===== src/rtl/nibble_bus_responder.sv =====
// Target-side responder for the CPU's 12-bit-address / 4-bit-data bus.
// It serves a nibble RAM window, a TX FIFO toward a host, an RX FIFO from
// a host, and a status register.
// Optional cycle timer at 0xF03..0xF05 is built when BUS_RESP_TIMER_EN is defined.
module nibble_bus_responder #(
  parameter int RAM_AW  = 8,
  parameter int FIFO_AW = 2
) (
  input  logic        clk,
  input  logic        rst,
  input  logic [11:0] bus_addr,
  input  logic        bus_data_rw,
  input  logic [3:0]  bus_wdata,
  output logic [3:0]  bus_rdata,
  output logic [3:0]  tx_data,
  output logic        tx_valid,
  input  logic        tx_ready,
  input  logic [3:0]  rx_data,
  input  logic        rx_valid,
  output logic        rx_ready
);

  localparam int DEPTH = 1 << FIFO_AW;
  localparam int PW    = FIFO_AW + 1;

  localparam logic [11:0] ADDR_TXD  = 12'hF00;
  localparam logic [11:0] ADDR_RXD  = 12'hF01;
  localparam logic [11:0] ADDR_STAT = 12'hF02;
`ifdef BUS_RESP_TIMER_EN
  localparam logic [11:0] ADDR_TCNT = 12'hF03;
  localparam logic [11:0] ADDR_SLO  = 12'hF04;
  localparam logic [11:0] ADDR_SHI  = 12'hF05;
`endif

  logic [3:0] ram    [1 << RAM_AW];
  logic [3:0] tx_mem [DEPTH];
  logic [3:0] rx_mem [DEPTH];

  logic [PW-1:0] tx_wr_ptr, tx_rd_ptr, rx_wr_ptr, rx_rd_ptr;
  logic [PW-1:0] tx_count;
  logic          tx_ovf, rx_unf;

  logic          prev_valid;
  logic [11:0]   prev_addr;
  logic          prev_rw;

  logic              new_access, is_ram;
  logic [RAM_AW-1:0] ram_idx;
  logic              tx_full, tx_empty, rx_full, rx_empty;
  logic              cpu_tx_push, tx_push_ok, tx_pop, rx_push, cpu_rx_pop, stat_wr;
  logic [3:0]        read_data;

`ifdef BUS_RESP_TIMER_EN
  logic [11:0] timer_cnt;
  logic [7:0]  timer_snap;
  logic        timer_clear, timer_latch;
`endif

  // Address decode, FIFO flags and the strobes that move FIFO pointers.
  // Pushes and pops only fire on the first cycle of an access, because the
  // CPU holds a bus access for several cycles.
  always_comb begin
    new_access  = !prev_valid || (bus_addr != prev_addr) || (bus_data_rw != prev_rw);
    is_ram      = (bus_addr >> RAM_AW) == 12'd0;
    ram_idx     = bus_addr[RAM_AW-1:0];
    tx_empty    = tx_wr_ptr == tx_rd_ptr;
    tx_full     = (tx_wr_ptr[PW-1] != tx_rd_ptr[PW-1]) &&
                  (tx_wr_ptr[FIFO_AW-1:0] == tx_rd_ptr[FIFO_AW-1:0]);
    rx_empty    = rx_wr_ptr == rx_rd_ptr;
    rx_full     = (rx_wr_ptr[PW-1] != rx_rd_ptr[PW-1]) &&
                  (rx_wr_ptr[FIFO_AW-1:0] == rx_rd_ptr[FIFO_AW-1:0]);
    tx_count    = tx_wr_ptr - tx_rd_ptr;
    cpu_tx_push = new_access && bus_data_rw && (bus_addr == ADDR_TXD);
    tx_push_ok  = cpu_tx_push && !tx_full;
    tx_pop      = !tx_empty && tx_ready;
    rx_push     = rx_valid && !rx_full;
    cpu_rx_pop  = new_access && !bus_data_rw && (bus_addr == ADDR_RXD);
    stat_wr     = bus_data_rw && (bus_addr == ADDR_STAT);
`ifdef BUS_RESP_TIMER_EN
    timer_clear = bus_data_rw && (bus_addr == ADDR_TCNT);
    timer_latch = new_access && !bus_data_rw && (bus_addr == ADDR_TCNT);
`endif
  end

  // Read multiplexer; an empty RX FIFO reads as zero.
  always_comb begin
    read_data = 4'h0;
    if (is_ram) begin
      read_data = ram[ram_idx];
    end else begin
      case (bus_addr)
        ADDR_TXD:  read_data = {1'b0, 3'(tx_count)};
        ADDR_RXD:  read_data = rx_empty ? 4'h0 : rx_mem[rx_rd_ptr[FIFO_AW-1:0]];
        ADDR_STAT: read_data = {!rx_empty, tx_full, tx_ovf, rx_unf};
`ifdef BUS_RESP_TIMER_EN
        ADDR_TCNT: read_data = timer_cnt[3:0];
        ADDR_SLO:  read_data = timer_snap[3:0];
        ADDR_SHI:  read_data = timer_snap[7:4];
`endif
        default:   read_data = 4'h0;
      endcase
    end
  end

  assign tx_valid = !tx_empty;
  assign tx_data  = tx_mem[tx_rd_ptr[FIFO_AW-1:0]];
  assign rx_ready = !rx_full;

  // Control state: access edge detector, FIFO pointers, sticky flags and
  // read data. A held RXD read keeps the popped value instead of refreshing.
  always_ff @(posedge clk) begin
    if (rst) begin
      prev_valid <= 1'b0;
      prev_addr  <= 12'h000;
      prev_rw    <= 1'b0;
      tx_wr_ptr  <= '0;
      tx_rd_ptr  <= '0;
      rx_wr_ptr  <= '0;
      rx_rd_ptr  <= '0;
      tx_ovf     <= 1'b0;
      rx_unf     <= 1'b0;
      bus_rdata  <= 4'h0;
    end else begin
      prev_valid <= 1'b1;
      prev_addr  <= bus_addr;
      prev_rw    <= bus_data_rw;
      if (tx_push_ok) tx_wr_ptr <= tx_wr_ptr + 1'b1;
      if (tx_pop)     tx_rd_ptr <= tx_rd_ptr + 1'b1;
      if (rx_push)    rx_wr_ptr <= rx_wr_ptr + 1'b1;
      if (cpu_rx_pop && !rx_empty) rx_rd_ptr <= rx_rd_ptr + 1'b1;
      if (cpu_tx_push && tx_full)       tx_ovf <= 1'b1;
      else if (stat_wr && bus_wdata[1]) tx_ovf <= 1'b0;
      if (cpu_rx_pop && rx_empty)       rx_unf <= 1'b1;
      else if (stat_wr && bus_wdata[0]) rx_unf <= 1'b0;
      if (!bus_data_rw && (new_access || (bus_addr != ADDR_RXD)))
        bus_rdata <= read_data;
    end
  end

  // Data storage, never reset; RAM writes repeat every write cycle harmlessly.
  always_ff @(posedge clk) begin
    if (!rst) begin
      if (bus_data_rw && is_ram) ram[ram_idx] <= bus_wdata;
      if (tx_push_ok) tx_mem[tx_wr_ptr[FIFO_AW-1:0]] <= bus_wdata;
      if (rx_push)    rx_mem[rx_wr_ptr[FIFO_AW-1:0]] <= rx_data;
    end
  end

`ifdef BUS_RESP_TIMER_EN
  // Free-running cycle counter; a new read of the low nibble snapshots the
  // upper eight bits so the CPU can assemble a coherent 12-bit value.
  always_ff @(posedge clk) begin
    if (rst) begin
      timer_cnt  <= 12'h000;
      timer_snap <= 8'h00;
    end else begin
      if (timer_clear) timer_cnt <= 12'h000;
      else             timer_cnt <= timer_cnt + 12'd1;
      if (timer_latch) timer_snap <= timer_cnt[11:4];
    end
  end
`endif

endmodule


===== config.mk =====
export PLATFORM = sky130hd
export DESIGN_NAME = nibble_bus_responder
export DESIGN_NICKNAME = d
export VERILOG_FILES = /design/src/rtl/nibble_bus_responder.sv
export SDC_FILE = /design/constraint.sdc
export NUM_CORES = 1
export LEC_CHECK = 0
export BUFFER_PORTS_ARGS = -buffer_cell sky130_fd_sc_hd__buf_2
export CAP_MARGIN = 20
export CORE_MARGIN = 1
export CORE_UTILIZATION = 35
export CTS_BUF_LIST = sky130_fd_sc_hd__clkbuf_16
export CTS_CLUSTER_SIZE = 40
export DETAILED_ROUTE_END_ITERATION = 8
export SLEW_MARGIN = 20
export SYNTH_ARGS = -nofsm -noshare
export SYNTH_HDL_FRONTEND = slang
export SYNTH_SLANG_ARGS = --single-unit

===== constraint.sdc =====
create_clock -name clk -period 3.3 [get_ports clk]
set_clock_uncertainty 0.1 [all_clocks]
set_input_delay 0.33 -clock clk [delete_from_list [all_inputs] [get_ports clk]]
set_output_delay 0.33 -clock clk [all_outputs]
set_load 0.01 [all_outputs]

# [After elaboration in Yosys (flattened, before gate mapping)]
# Memory sizes are Yosys's and may differ from the RTL's. A register that Yosys moved wholly into a read port is not among the register bits.
# Index checks and enable logic that the tools add are counted.
[totals] ff_bits=32 ramBits=1056 input_bits=25 out_inout_bits=10 memories=3
[op_classes] addsub=5 eq_ne=12 mux=21 reduce_logical=29
[memory_table] name="ram" depth=256 width=4 read_ports=1 rd_clocked_by_memory_dff=0 write_ports=1 line_no="35" text="logic [3:0] ram [1 << RAM_AW];"
[memory_table] name="rx_mem" depth=4 width=4 read_ports=1 rd_clocked_by_memory_dff=1 write_ports=1 line_no="37" text="logic [3:0] rx_mem [DEPTH];"
[memory_table] name="tx_mem" depth=4 width=4 read_ports=1 rd_clocked_by_memory_dff=1 write_ports=1 line_no="36" text="logic [3:0] tx_mem [DEPTH];"
[op_table] cell="12-bit == test, second input constant" count=3
[op_table] cell="1-bit logical AND" count=17
[op_table] cell="1-bit 2-to-1 mux" count=14
[op_table] cell="3-bit by 1-bit adder with 3-bit output, second input constant" count=4
[op_table] cell="12-bit logical NOT" count=1
[op_table] cell="12-bit != test" count=1
[op_table] cell="12-bit != test, second input constant" count=1
[op_table] cell="4-bit one-hot mux with 3 select lines" count=1
[op_table] cell="2-bit 2-to-1 mux" count=4
[op_table] cell="4-bit 2-to-1 mux" count=2
[op_table] cell="3-bit == test" count=2
[op_table] cell="1-bit logical NOT" count=6
[op_table] cell="2-bit == test" count=2
[op_table] cell="2-bit nonzero test" count=2
[op_table] cell="1-bit logical OR" count=3
[op_table] cell="1-bit != test" count=3
[op_table] cell="3-bit subtractor" count=1

# [Depth between registers and ports, before layout]
# Gate-level depths: netlist (run 1).
[logic_depth] depth_word=9 mapped_depth=11

# [Worst setup path after synthesis (run 1)]
# OpenSTA, ideal clock, no wires.
[synth_path] path_type="input -> register" from="input bus_addr[4]" to="memory tx_mem[3][0] (enable)" setup_ns=0.309 arrival_ns=2.199 t_required_ns=2.891 path_slack_ns=0.692 cell_stages=8 cell_sequence="buf_2 or4_1 buf_2 nor3_2 nand2_1 or3_4 nor2_2 and2_1"
[synth_between] elab_chain_len=9 elab_cells_between_ends=10 classes_between="2 x eq/ne; 3 x mux; 5 x reduce/logical"
[synth_rtl] item="start: declaration" line_no="11" text="input logic [11:0] bus_addr,"
[synth_rtl] item="12-bit != test" line_no="63" text="new_access = !prev_valid || (bus_addr != prev_addr) || (bus_data_rw != prev_rw);"
[synth_rtl] item="1-bit logical OR (2 in series)" line_no="63"
[synth_rtl] item="1-bit logical AND" line_no="73" text="cpu_tx_push = new_access && bus_data_rw && (bus_addr == ADDR_TXD);"
[synth_rtl] item="1-bit logical AND *" line_no="73"
[synth_rtl] item="1-bit logical AND *" line_no="74" text="tx_push_ok = cpu_tx_push && !tx_full;"
[synth_rtl] item="1-bit 2-to-1 mux *" line_no="144" text="if (tx_push_ok) tx_mem[tx_wr_ptr[FIFO_AW-1:0]] <= bus_wdata;"
[synth_rtl] item="1-bit 2-to-1 mux *" line_no="142" text="if (!rst) begin"
[synth_rtl] item="1-bit 2-to-1 mux (not written as such) *" line_no="144"
[synth_rtl] item="end: declaration" line_no="36"
# Mark *: on every way between the ends. The rest lies on a longest branch, timed or not.

# [Worst setup path after layout (run 1)]
[layout_path] from="input bus_addr[0]" to="register bus_rdata[0]"
[layout_between] elab_chain_len=5 elab_cells_between_ends=12 classes_between="5 x eq/ne; 2 x mux; 4 x reduce/logical; 1 x memory"
[layout_rtl] item="parallel branches: the longest is 5 deep, another holds memory 256 x 4 bit"
[layout_rtl] item="end signal: assignment" line_no="136" text="bus_rdata <= read_data;"
[layout_rtl] item="end: declaration" line_no="14" text="output logic [3:0] bus_rdata,"
# Parallel ways; which one is timed is not known.
# A chain may end at the register's enable or synchronous reset.

==> impl_metrics.yaml, run 1 <==
worst_hold_path:
  holdCritPathClass: "in -> reg"
placed_design:
  detailedPlacementHpwl_um: 64900
  placer_congestion: 0.840
  postPlaceCellArea_um2: 45800
  number_of_port_buffers: 34
timing:
  finalSetupViolations: 0
  final-hold-violation-count: 0
  max_freq_ghz: 0.316
  tightestPinTransition_ns: 0.866
  finalMaxSlewViolations: 0
  rsz0062_at_grt: "false"
  timing.slew.headroom_pct: 42.3
  finalSetupTns_ns: 0
  layout_min_cycle_time_ns: 3.17
  min_period_over_period_pct: 96.0
worst_setup_path:
  crit_slowest_cell: "sky130_fd_sc_hd__dlygate4sd3_1"
  worstPathBufferInverterCount: 3
  critPathMaxFanout: 30
  setup.worst_path.end_class: "flop"
  critical_path.cell_chain: "dlygate4sd3_1 > buf_12 > buf_12 > mux4_2 > a22oi_1 > a21oi_1 > nor4_1 > nor3_1 > o31ai_1 > a31oi_1"
  critical-path-top-cell-by-count: "sky130_fd_sc_hd__buf_12"
  critical_path_arrival_ns: 3.62
  worst_setup_path_start_kind: "primary input"
  worst-setup-path-type: "in -> reg"
  cp.required_ns: 3.75
  max_stage_delay_ns: 0.58
  critical-path-top-delay-family: "buffers and inverters"
logic_synthesis:
  seq_area_frac_synth_pct: 75.7
  synth.net_count: 2229
  ys_ff_latch: 1092
  number_of_flops_mapped_to_enable_cells_by_yosys: 1056
  syn_area_um2: 42800
  ys.warnings.count: 0
  ys.flop_type: "sky130_fd_sc_hd__edfxtp_1"
  synth-async-reset-ratio_pct: 0
  syn-instance-count: 2191
  postSynthAreaPerCell_um2: 19.6
  number_of_distinct_library_cells_after_synthesis: 40
global_routing:
  grt_max_degree: 114
  number_of_antenna_violations_at_the_first_check_in_global_routing: 2
  grt_first_pass_wirelength_um: 153000
  grt.overflow.total: 0
  global_route.usage.total_pct: 16.9
  grt_pass1_vias: 22599
routing:
  average_wire_per_cell_in_the_routed_design_um: 25.7
  post_drt_via_cell_ratio: 5.39
  drt_iter0_drc: 2344
  dr_total_vias: 21908
  drtPass1Iterations: 5
  drcViolationCount: 0
  postRouteAntennaNets: 0
  postRouteWirelength_um: 104000
floorplan:
  initial_utilization_pct: 35.2
  io-pin-count: 35
  overall_die_width_um: 352
  die-height_um: 352
  row_count: 128
  core_area_um2: 122000
  floorplan.die_area_um2: 124000
cts:
  clk_pin_slew_ns: 0.06
  cts_tree: "yes"
  cts_max_path_buffers: 3
  cts-root-buf: "sky130_fd_sc_hd__clkbuf_16"
  cts.sinks: 1092
  worst_skew_pair.late_latency_ns: 0.68
  numCtsBuffers: 108
  htree_num_levels: 3
finish:
  post-route-util_pct: 40.7
  layout-drive-gt1-share_pct: 25.0
  antennaDiodeCount: 0
  fillerInstances: 10571
  number_of_nets_in_the_final_layout: 2387
  areaGrowthSynthToFinish_pct: 15.5
  design_area_um2: 49500
power:
  cellLeakagePower_uw: 0.0152
  p_per_area_nw_per_um2: 578
  peakVddDrop_v: 0.000454
run_status:
  outcome: "finished, final reports clean"
job:
  drv.max_cap_violation_count: 0
registers in the layout (all words and copies together) (netlist names), named ones only:
signal and count:
rx_mem 16, tx_rd_ptr 3, tx_ovf 1, rx_wr_ptr 3, prev_addr 12, prev_valid 1
rx_unf 1, rx_rd_ptr 3, bus_rdata 4, ram 1024, prev_rw 1, tx_wr_ptr 3
tx_mem 16
path summary, 6_finish.rpt:
kind,slack (ns),cells after the start,endpoint,from
setup / recovery,0.13,10,bus_rdata[0],bus_addr[0]
setup reg to reg,0.63,9,bus_rdata[3],ram[6][3]
hold / removal,0.03,1,ram[54][0],bus_wdata[0]
hold reg to reg,0.42,2,tx_ovf,tx_ovf
where the power goes:
| group | switching (µW) | leakage [µW] | internal [µW] |
|---|---|---|---|
| Clock | 5190 | 0.00178 | 6800 |
| Combinational | 851 | 0.00364 | 550 |
| Sequential | 11.9 | 0.00978 | 15200 |
| Total | 6050 | 0.0152 | 22600 |
layout make-up:
cell class / count / area, µm² / area share (%)
Multi-Input combinational cell: 948 / 9710 / 19.6
Sequential cell: 1092 / 32400 / 65.6
Clock buffer: 111 / 2780 / 5.62
Clock inverter: 91 / 688 / 1.39
Inverter: 8 / 30.0 / 0.0607
Tap cell: 1625 / 2030 / 4.11
Timing Repair Buffer: 191 / 1800 / 3.63
placed cells by master, fill, tap and decap left out, types with 20 or more instances in the layout:
master                      instances
sky130_fd_sc_hd__mux4_2           264
sky130_fd_sc_hd__nor2b_1           20
sky130_fd_sc_hd__inv_1             28
sky130_fd_sc_hd__a21oi_1           68
sky130_fd_sc_hd__buf_2             28
sky130_fd_sc_hd__dfxtp_1           36
sky130_fd_sc_hd__buf_4            110
sky130_fd_sc_hd__buf_12            29
sky130_fd_sc_hd__clkinv_2          23
sky130_fd_sc_hd__nor2_1           281
sky130_fd_sc_hd__nand2_1           25
sky130_fd_sc_hd__nand3_1           27
sky130_fd_sc_hd__a22oi_1          130
sky130_fd_sc_hd__clkbuf_16        111
sky130_fd_sc_hd__clkinv_1          27
sky130_fd_sc_hd__edfxtp_1        1056
worst register-to-register path: stages (launching register included):
cell and delay, ns:
sky130_fd_sc_hd__edfxtp_1 0.36, sky130_fd_sc_hd__mux4_2 0.50, sky130_fd_sc_hd__a22oi_1 0.22, sky130_fd_sc_hd__a21oi_1 0.12
sky130_fd_sc_hd__buf_4 0.19, sky130_fd_sc_hd__nor4_1 0.46, sky130_fd_sc_hd__buf_4 0.20, sky130_fd_sc_hd__nor3_1 0.05
sky130_fd_sc_hd__nor4_1 0.27, sky130_fd_sc_hd__nor2_1 0.08
what timing repair did:
action / CTS / global route
hold endpoints to repair: 40 / 0
endpoints found under the setup margin: 0 / 2
resized for setup: 0 / 3
hold buffers: 19 / 0
buffers inserted: 0 / 0
synthesized netlist by cell type (9+ instances only):
| master | instances | area [µm²] |
|---|---|---|
| sky130_fd_sc_hd__clkbuf_1 | 83 | 312 |
| sky130_fd_sc_hd__or2_2 | 9 | 56.3 |
| sky130_fd_sc_hd__dfxtp_1 | 36 | 721 |
| sky130_fd_sc_hd__nor2_1 | 282 | 1060 |
| sky130_fd_sc_hd__buf_4 | 9 | 67.6 |
| sky130_fd_sc_hd__nor3_1 | 11 | 55.1 |
| sky130_fd_sc_hd__a21oi_1 | 68 | 340 |
| sky130_fd_sc_hd__a22oi_1 | 130 | 976 |
| sky130_fd_sc_hd__nand2_1 | 25 | 93.8 |
| sky130_fd_sc_hd__buf_1 | 18 | 67.6 |
| sky130_fd_sc_hd__nor4_1 | 19 | 119 |
| sky130_fd_sc_hd__xnor2_1 | 16 | 140 |
| sky130_fd_sc_hd__buf_6 | 11 | 124 |
| sky130_fd_sc_hd__and2_1 | 10 | 62.6 |
| sky130_fd_sc_hd__edfxtp_1 | 1056 | 31700 |
| sky130_fd_sc_hd__ha_1 | 12 | 150 |
| sky130_fd_sc_hd__nor2b_1 | 22 | 138 |
| sky130_fd_sc_hd__nand3_1 | 27 | 135 |
| sky130_fd_sc_hd__mux4_2 | 264 | 5950 |
| sky130_fd_sc_hd__buf_2 | 19 | 95.1 |
| sky130_fd_sc_hd__xor2_1 | 10 | 87.6 |
per-stage QoR:
| stage | setup WS (ns) | hold slack, ns | std cells | total power, µW |
|---|---|---|---|---|
| 3_3_place_gp | -0.0626 | 0.384 | 3845 | 16900 |
| 6_report | 0.133 | 0.0323 | 4066 | 28600 |
| 2_1_floorplan | 0.692 | 0.320 | 2191 | 16200 |
| 4_1_cts | 0.0968 | 0.00772 | 4066 | 28800 |
| 5_1_grt | 0.0528 | 0.0366 | 4066 | 29400 |
| 3_5_place_dp | -0.0308 | 0.396 | 3845 | 16900 |
logic make-up (layout without fill, tap and decap cells):
logic type	Yosys count	after routing	share of synthesized area, %
muxes	266	266	13.9
xor gates and xnor gates	26	26	0.531
and+or+nand+nor	427	427	4.36
DFF	1092	1092	75.7
adders and majority gates	13	13	0.397
AOI/OAI and AO/OA	216	216	3.36
buffers and inverters	151	401	1.73
layer usage:
layer,global-route usage [%],wire length [µm],vias to the layer above
met4,5.16,2760,4
met3,3.54,8320,165
met5,0,27,-
met1,23.1,43400,11526
met2,26.9,49900,954
li1,-,-,9259
(Power assumes the default switching activity.)
==> run 2, diff against run 1 <==
--- a/config.mk
+++ b/config.mk
@@ -5,8 +5,9 @@
 export SDC_FILE = /design/constraint.sdc
 export NUM_CORES = 1
 export LEC_CHECK = 0
+export ABC_AREA = 1
 export BUFFER_PORTS_ARGS = -buffer_cell sky130_fd_sc_hd__buf_2
-export CAP_MARGIN = 20
+export CAP_MARGIN = 25
 export CORE_MARGIN = 1
 export CORE_UTILIZATION = 35
 export CTS_BUF_LIST = sky130_fd_sc_hd__clkbuf_16
==> run 2 against run 1 <==
Synthesized cell count increased by 110%. Critical path type unchanged. Critical endpoint is now tx_mem[1][3]. Via count increased by 46%. Flip-flop and latch count unchanged. Largest power group unchanged.
==> impl_metrics.yaml, run 2 <==
logic_synthesis:
  synth-async-reset-ratio_pct: 0
  synth_top_family_by_area: "simple AND/OR/NAND/NOR gates"
  seq_area_frac_synth_pct: 69.9
  number_of_distinct_library_cells_after_synthesis: 40
  synthTopCellsByArea: "sky130_fd_sc_hd__edfxtp_1, sky130_fd_sc_hd__nand2_1, sky130_fd_sc_hd__nor2_1"
  syn_area_um2: 46400
  ys.flop_type: "sky130_fd_sc_hd__edfxtp_1"
  synth.net_count: 4600
  ys_ff_latch: 1092
  postSynthAreaPerCell_um2: 10.2
  synthSimpleGateAreaFrac_pct: 25.3
  netlist.area_leader.share_pct: 68.4
  synth_top_cells_by_count: "sky130_fd_sc_hd__nand2_1, sky130_fd_sc_hd__edfxtp_1, sky130_fd_sc_hd__nor2_1"
  synthAdderAreaFrac_pct: 0.367
  ys.warnings.count: 0
  most_frequent_cell_after_synthesis: "sky130_fd_sc_hd__nand2_1"
  yosysTopAreaCell: "sky130_fd_sc_hd__edfxtp_1"
  number_of_flops_mapped_to_enable_cells_by_yosys: 1056
  synth_area_in_compound_gates_pct: 1.21
  muxShareOfSynthArea_pct: 0
  xor_xnor_cell_area_share_of_the_yosys_netlist_pct: 0.132
  syn-instance-count: 4562
finish:
  fillerInstances: 12687
  number_of_flip_flops_under_the_largest_register_name: 1024
  areaGrowthSynthToFinish_pct: 16.0
  layout-drive-gt1-share_pct: 9.94
  layout.cells.most_common: "sky130_fd_sc_hd__nand2_1"
  layout.cells.non_filler: 6607
  layout_common_cells: "sky130_fd_sc_hd__nand2_1, sky130_fd_sc_hd__edfxtp_1, sky130_fd_sc_hd__nor2_1, sky130_fd_sc_hd__buf_4, sky130_fd_sc_hd__nand3_1"
  multi_input_comb_area_um2: 12600
  number_of_nets_in_the_final_layout: 4795
  register_area_um2: 32400
  regMostFlops: "ram"
floorplan:
  core_area_um2: 131000
  initial_utilization_pct: 35.3
  die-height_um: 366
  io-pin-count: 35
  row_count: 133
  floorplan.die_area_um2: 134000
  overall_die_width_um: 366
power:
  power_frac_clock_pct: 42.8
  power_frac_seq_pct: 51.3
  cellLeakagePower_uw: 0.0213
  p_per_area_nw_per_um2: 552
  peakVddDrop_v: 0.000440
  comb_power_share_pct: 5.9
  switching_share_pct: 22.6
  power.internal_uw: 23000
  power.net_switching_uw: 6710
routing:
  postRouteAntennaNets: 0
  postRouteWirelength_um: 123000
  drt_iter0_drc: 3065
  average_wire_per_cell_in_the_routed_design_um: 18.6
  drcViolationCount: 0
  drtPass1Iterations: 5
  post_drt_via_cell_ratio: 4.83
  dr_total_vias: 31896
worst_hold_path:
  holdCritPathClass: "in -> reg"
  worstHoldPathCells: 1
  hold_start: "bus_wdata[2]"
  hold_end: "ram[234][2]"
timing:
  final-hold-violation-count: 0
  layout_min_cycle_time_ns: 2.91
  rsz0062_at_grt: "false"
  post-route-worst-setup-slack_ns: 0.386
  max_freq_ghz: 0.343
  finalMaxSlewViolations: 0
  finalSetupViolations: 0
  tightestPinTransition_ns: 0.860
  finalSetupTns_ns: 0
  min_period_over_period_pct: 88.3
  timing.slew.headroom_pct: 42.6
worst_setup_path:
  r2r_slack_ns: 0.88
  r2r_cells: 14
  setup.worst_path.end_class: "flop"
  critical_path_arrival_ns: 3.17
  worst_setup_path_start_kind: "primary input"
  rr_endpoint: "bus_rdata[1]"
  worst-setup-path-type: "in -> reg"
  critPathMaxFanout: 37
  rr_startpoint: "ram[97][1]"
  cp.required_ns: 3.56
job:
  drv.max_cap_violation_count: 0
global_routing:
  grt_pass1_vias: 31206
  grt_busiest_layer: "met2"
  grt.overflow.total: 0
  global_route.usage.total_pct: 18.2
  met3_usage_pct: 2.75
  grt_use_met1_pct: 24.3
  number_of_antenna_violations_at_the_first_check_in_global_routing: 0
  grt_util_met2_pct: 30.3
  grt_first_pass_wirelength_um: 188000
  grt_max_degree: 106
placed_design:
  detailedPlacementHpwl_um: 76100
  place_inst: 6381
  number_of_port_buffers: 34
  placer_congestion: 0.870
  preCtsSetupSlack_ns: 0.136
cts:
  worst_skew_pair.late_latency_ns: 0.71
  cts_max_path_buffers: 3
  cts-root-buf: "sky130_fd_sc_hd__clkbuf_16"
  cts.sinks: 1092
  numCtsBuffers: 112
  cts_tree: "yes"
  clk_pin_slew_ns: 0.06
  htree_num_levels: 3
  cts_setup_buffers: 0
run_status:
  outcome: "finished, final reports clean"
## run 2: cell types whose count changed in the layout (fill, tap and decap cells not counted), sizes merged, moves of 52 or more
cell,change
nor2,+214
buf,+107
nand2,+2390
mux4,-264
nand3,+99
a22oi,-130
inv,+52
## run 2: worst max-delay path: stages
cell                            delay, ns
sky130_fd_sc_hd__dlygate4sd3_1       0.55
sky130_fd_sc_hd__buf_2               0.21
sky130_fd_sc_hd__nor2_4              0.16
sky130_fd_sc_hd__buf_12              0.26
sky130_fd_sc_hd__inv_1               0.13
sky130_fd_sc_hd__nor2_1              0.22
sky130_fd_sc_hd__inv_2               0.10
sky130_fd_sc_hd__nor3_2              0.30
sky130_fd_sc_hd__inv_1               0.11
sky130_fd_sc_hd__nor2_2              0.11
sky130_fd_sc_hd__nand2_1             0.07
sky130_fd_sc_hd__nor2_2              0.15
sky130_fd_sc_hd__nand2_1             0.11
sky130_fd_sc_hd__nor2_1              0.33
## run 2: per-layer routing
metal	vias up	share of wire, %
met1	15407	43
met4	0	2.8
met2	990	47
met5	-	0
met3	183	6.6
li1	15316	-
## run 2: repair_timing
item                                    4_1_cts  5_1_grt
gates resized for setup                       0        0
hold buffers                                 17        0
endpoints found under the hold margin        39        0
endpoints found under the setup margin        0        0
## run 2: final cells by class
type | count | share of cell area, %
clock buffers | 118 | 5.49
flip-flops and latches | 1092 | 60.3
inverters | 73 | 0.542
multi-input cells | 3178 | 23.3
repair buffers | 300 | 4.86
well taps | 1755 | 4.08
clock inverters | 90 | 1.39
diodes | 1 | 0.00465
## run 2: worst max-delay path by stage
stage / startpoint / to / slack, ns / cells past startpoint
6_report: bus_addr[2] / tx_mem[1][3] / 0.39 / 14
5_1_grt: bus_addr[2] / tx_mem[1][2] / 0.25 / 14
4_1_cts: bus_addr[2] / tx_mem[1][3] / 0.48 / 14
3_5_place_dp: bus_addr[1] / tx_mem[1][3] / 0.14 / 13
3_3_place_gp: bus_addr[1] / tx_mem[1][3] / 0.22 / 13
2_1_floorplan: bus_addr[0] / tx_mem[0][0] / 1.17 / 12
## run 2: logic make-up after synthesis
group,after synthesis
adders and majority gates,13
buffers and inverters,292
xor gates and xnor gates,7
AOI/OAI and AO/OA,103
and+or+nand+nor,3055
DFF,1092
## run 2: power groups by stage
stage          logic, µW  registers, µW  clock network (µW)
6_report            1760          15200               12700
4_1_cts             1760          15200               12900
5_1_grt             1940          15200               13400
2_1_floorplan        957          15500                   0
3_5_place_dp        1740          15500                   0
3_3_place_gp        1740          15500                   0
## run 2: through the flow
step	total power (µW)	utilization [%]	instance area [µm²]	hold slack [ns]
after floorplan	16500	-	46400	0.314
after global placement	17300	38.0	49900	0.356
after detailed placement	17300	38.0	49900	0.360
after CTS	29900	40.9	53800	0.00631
after global routing	30600	40.9	53800	0.0787
final	29700	40.9	53800	0.0678
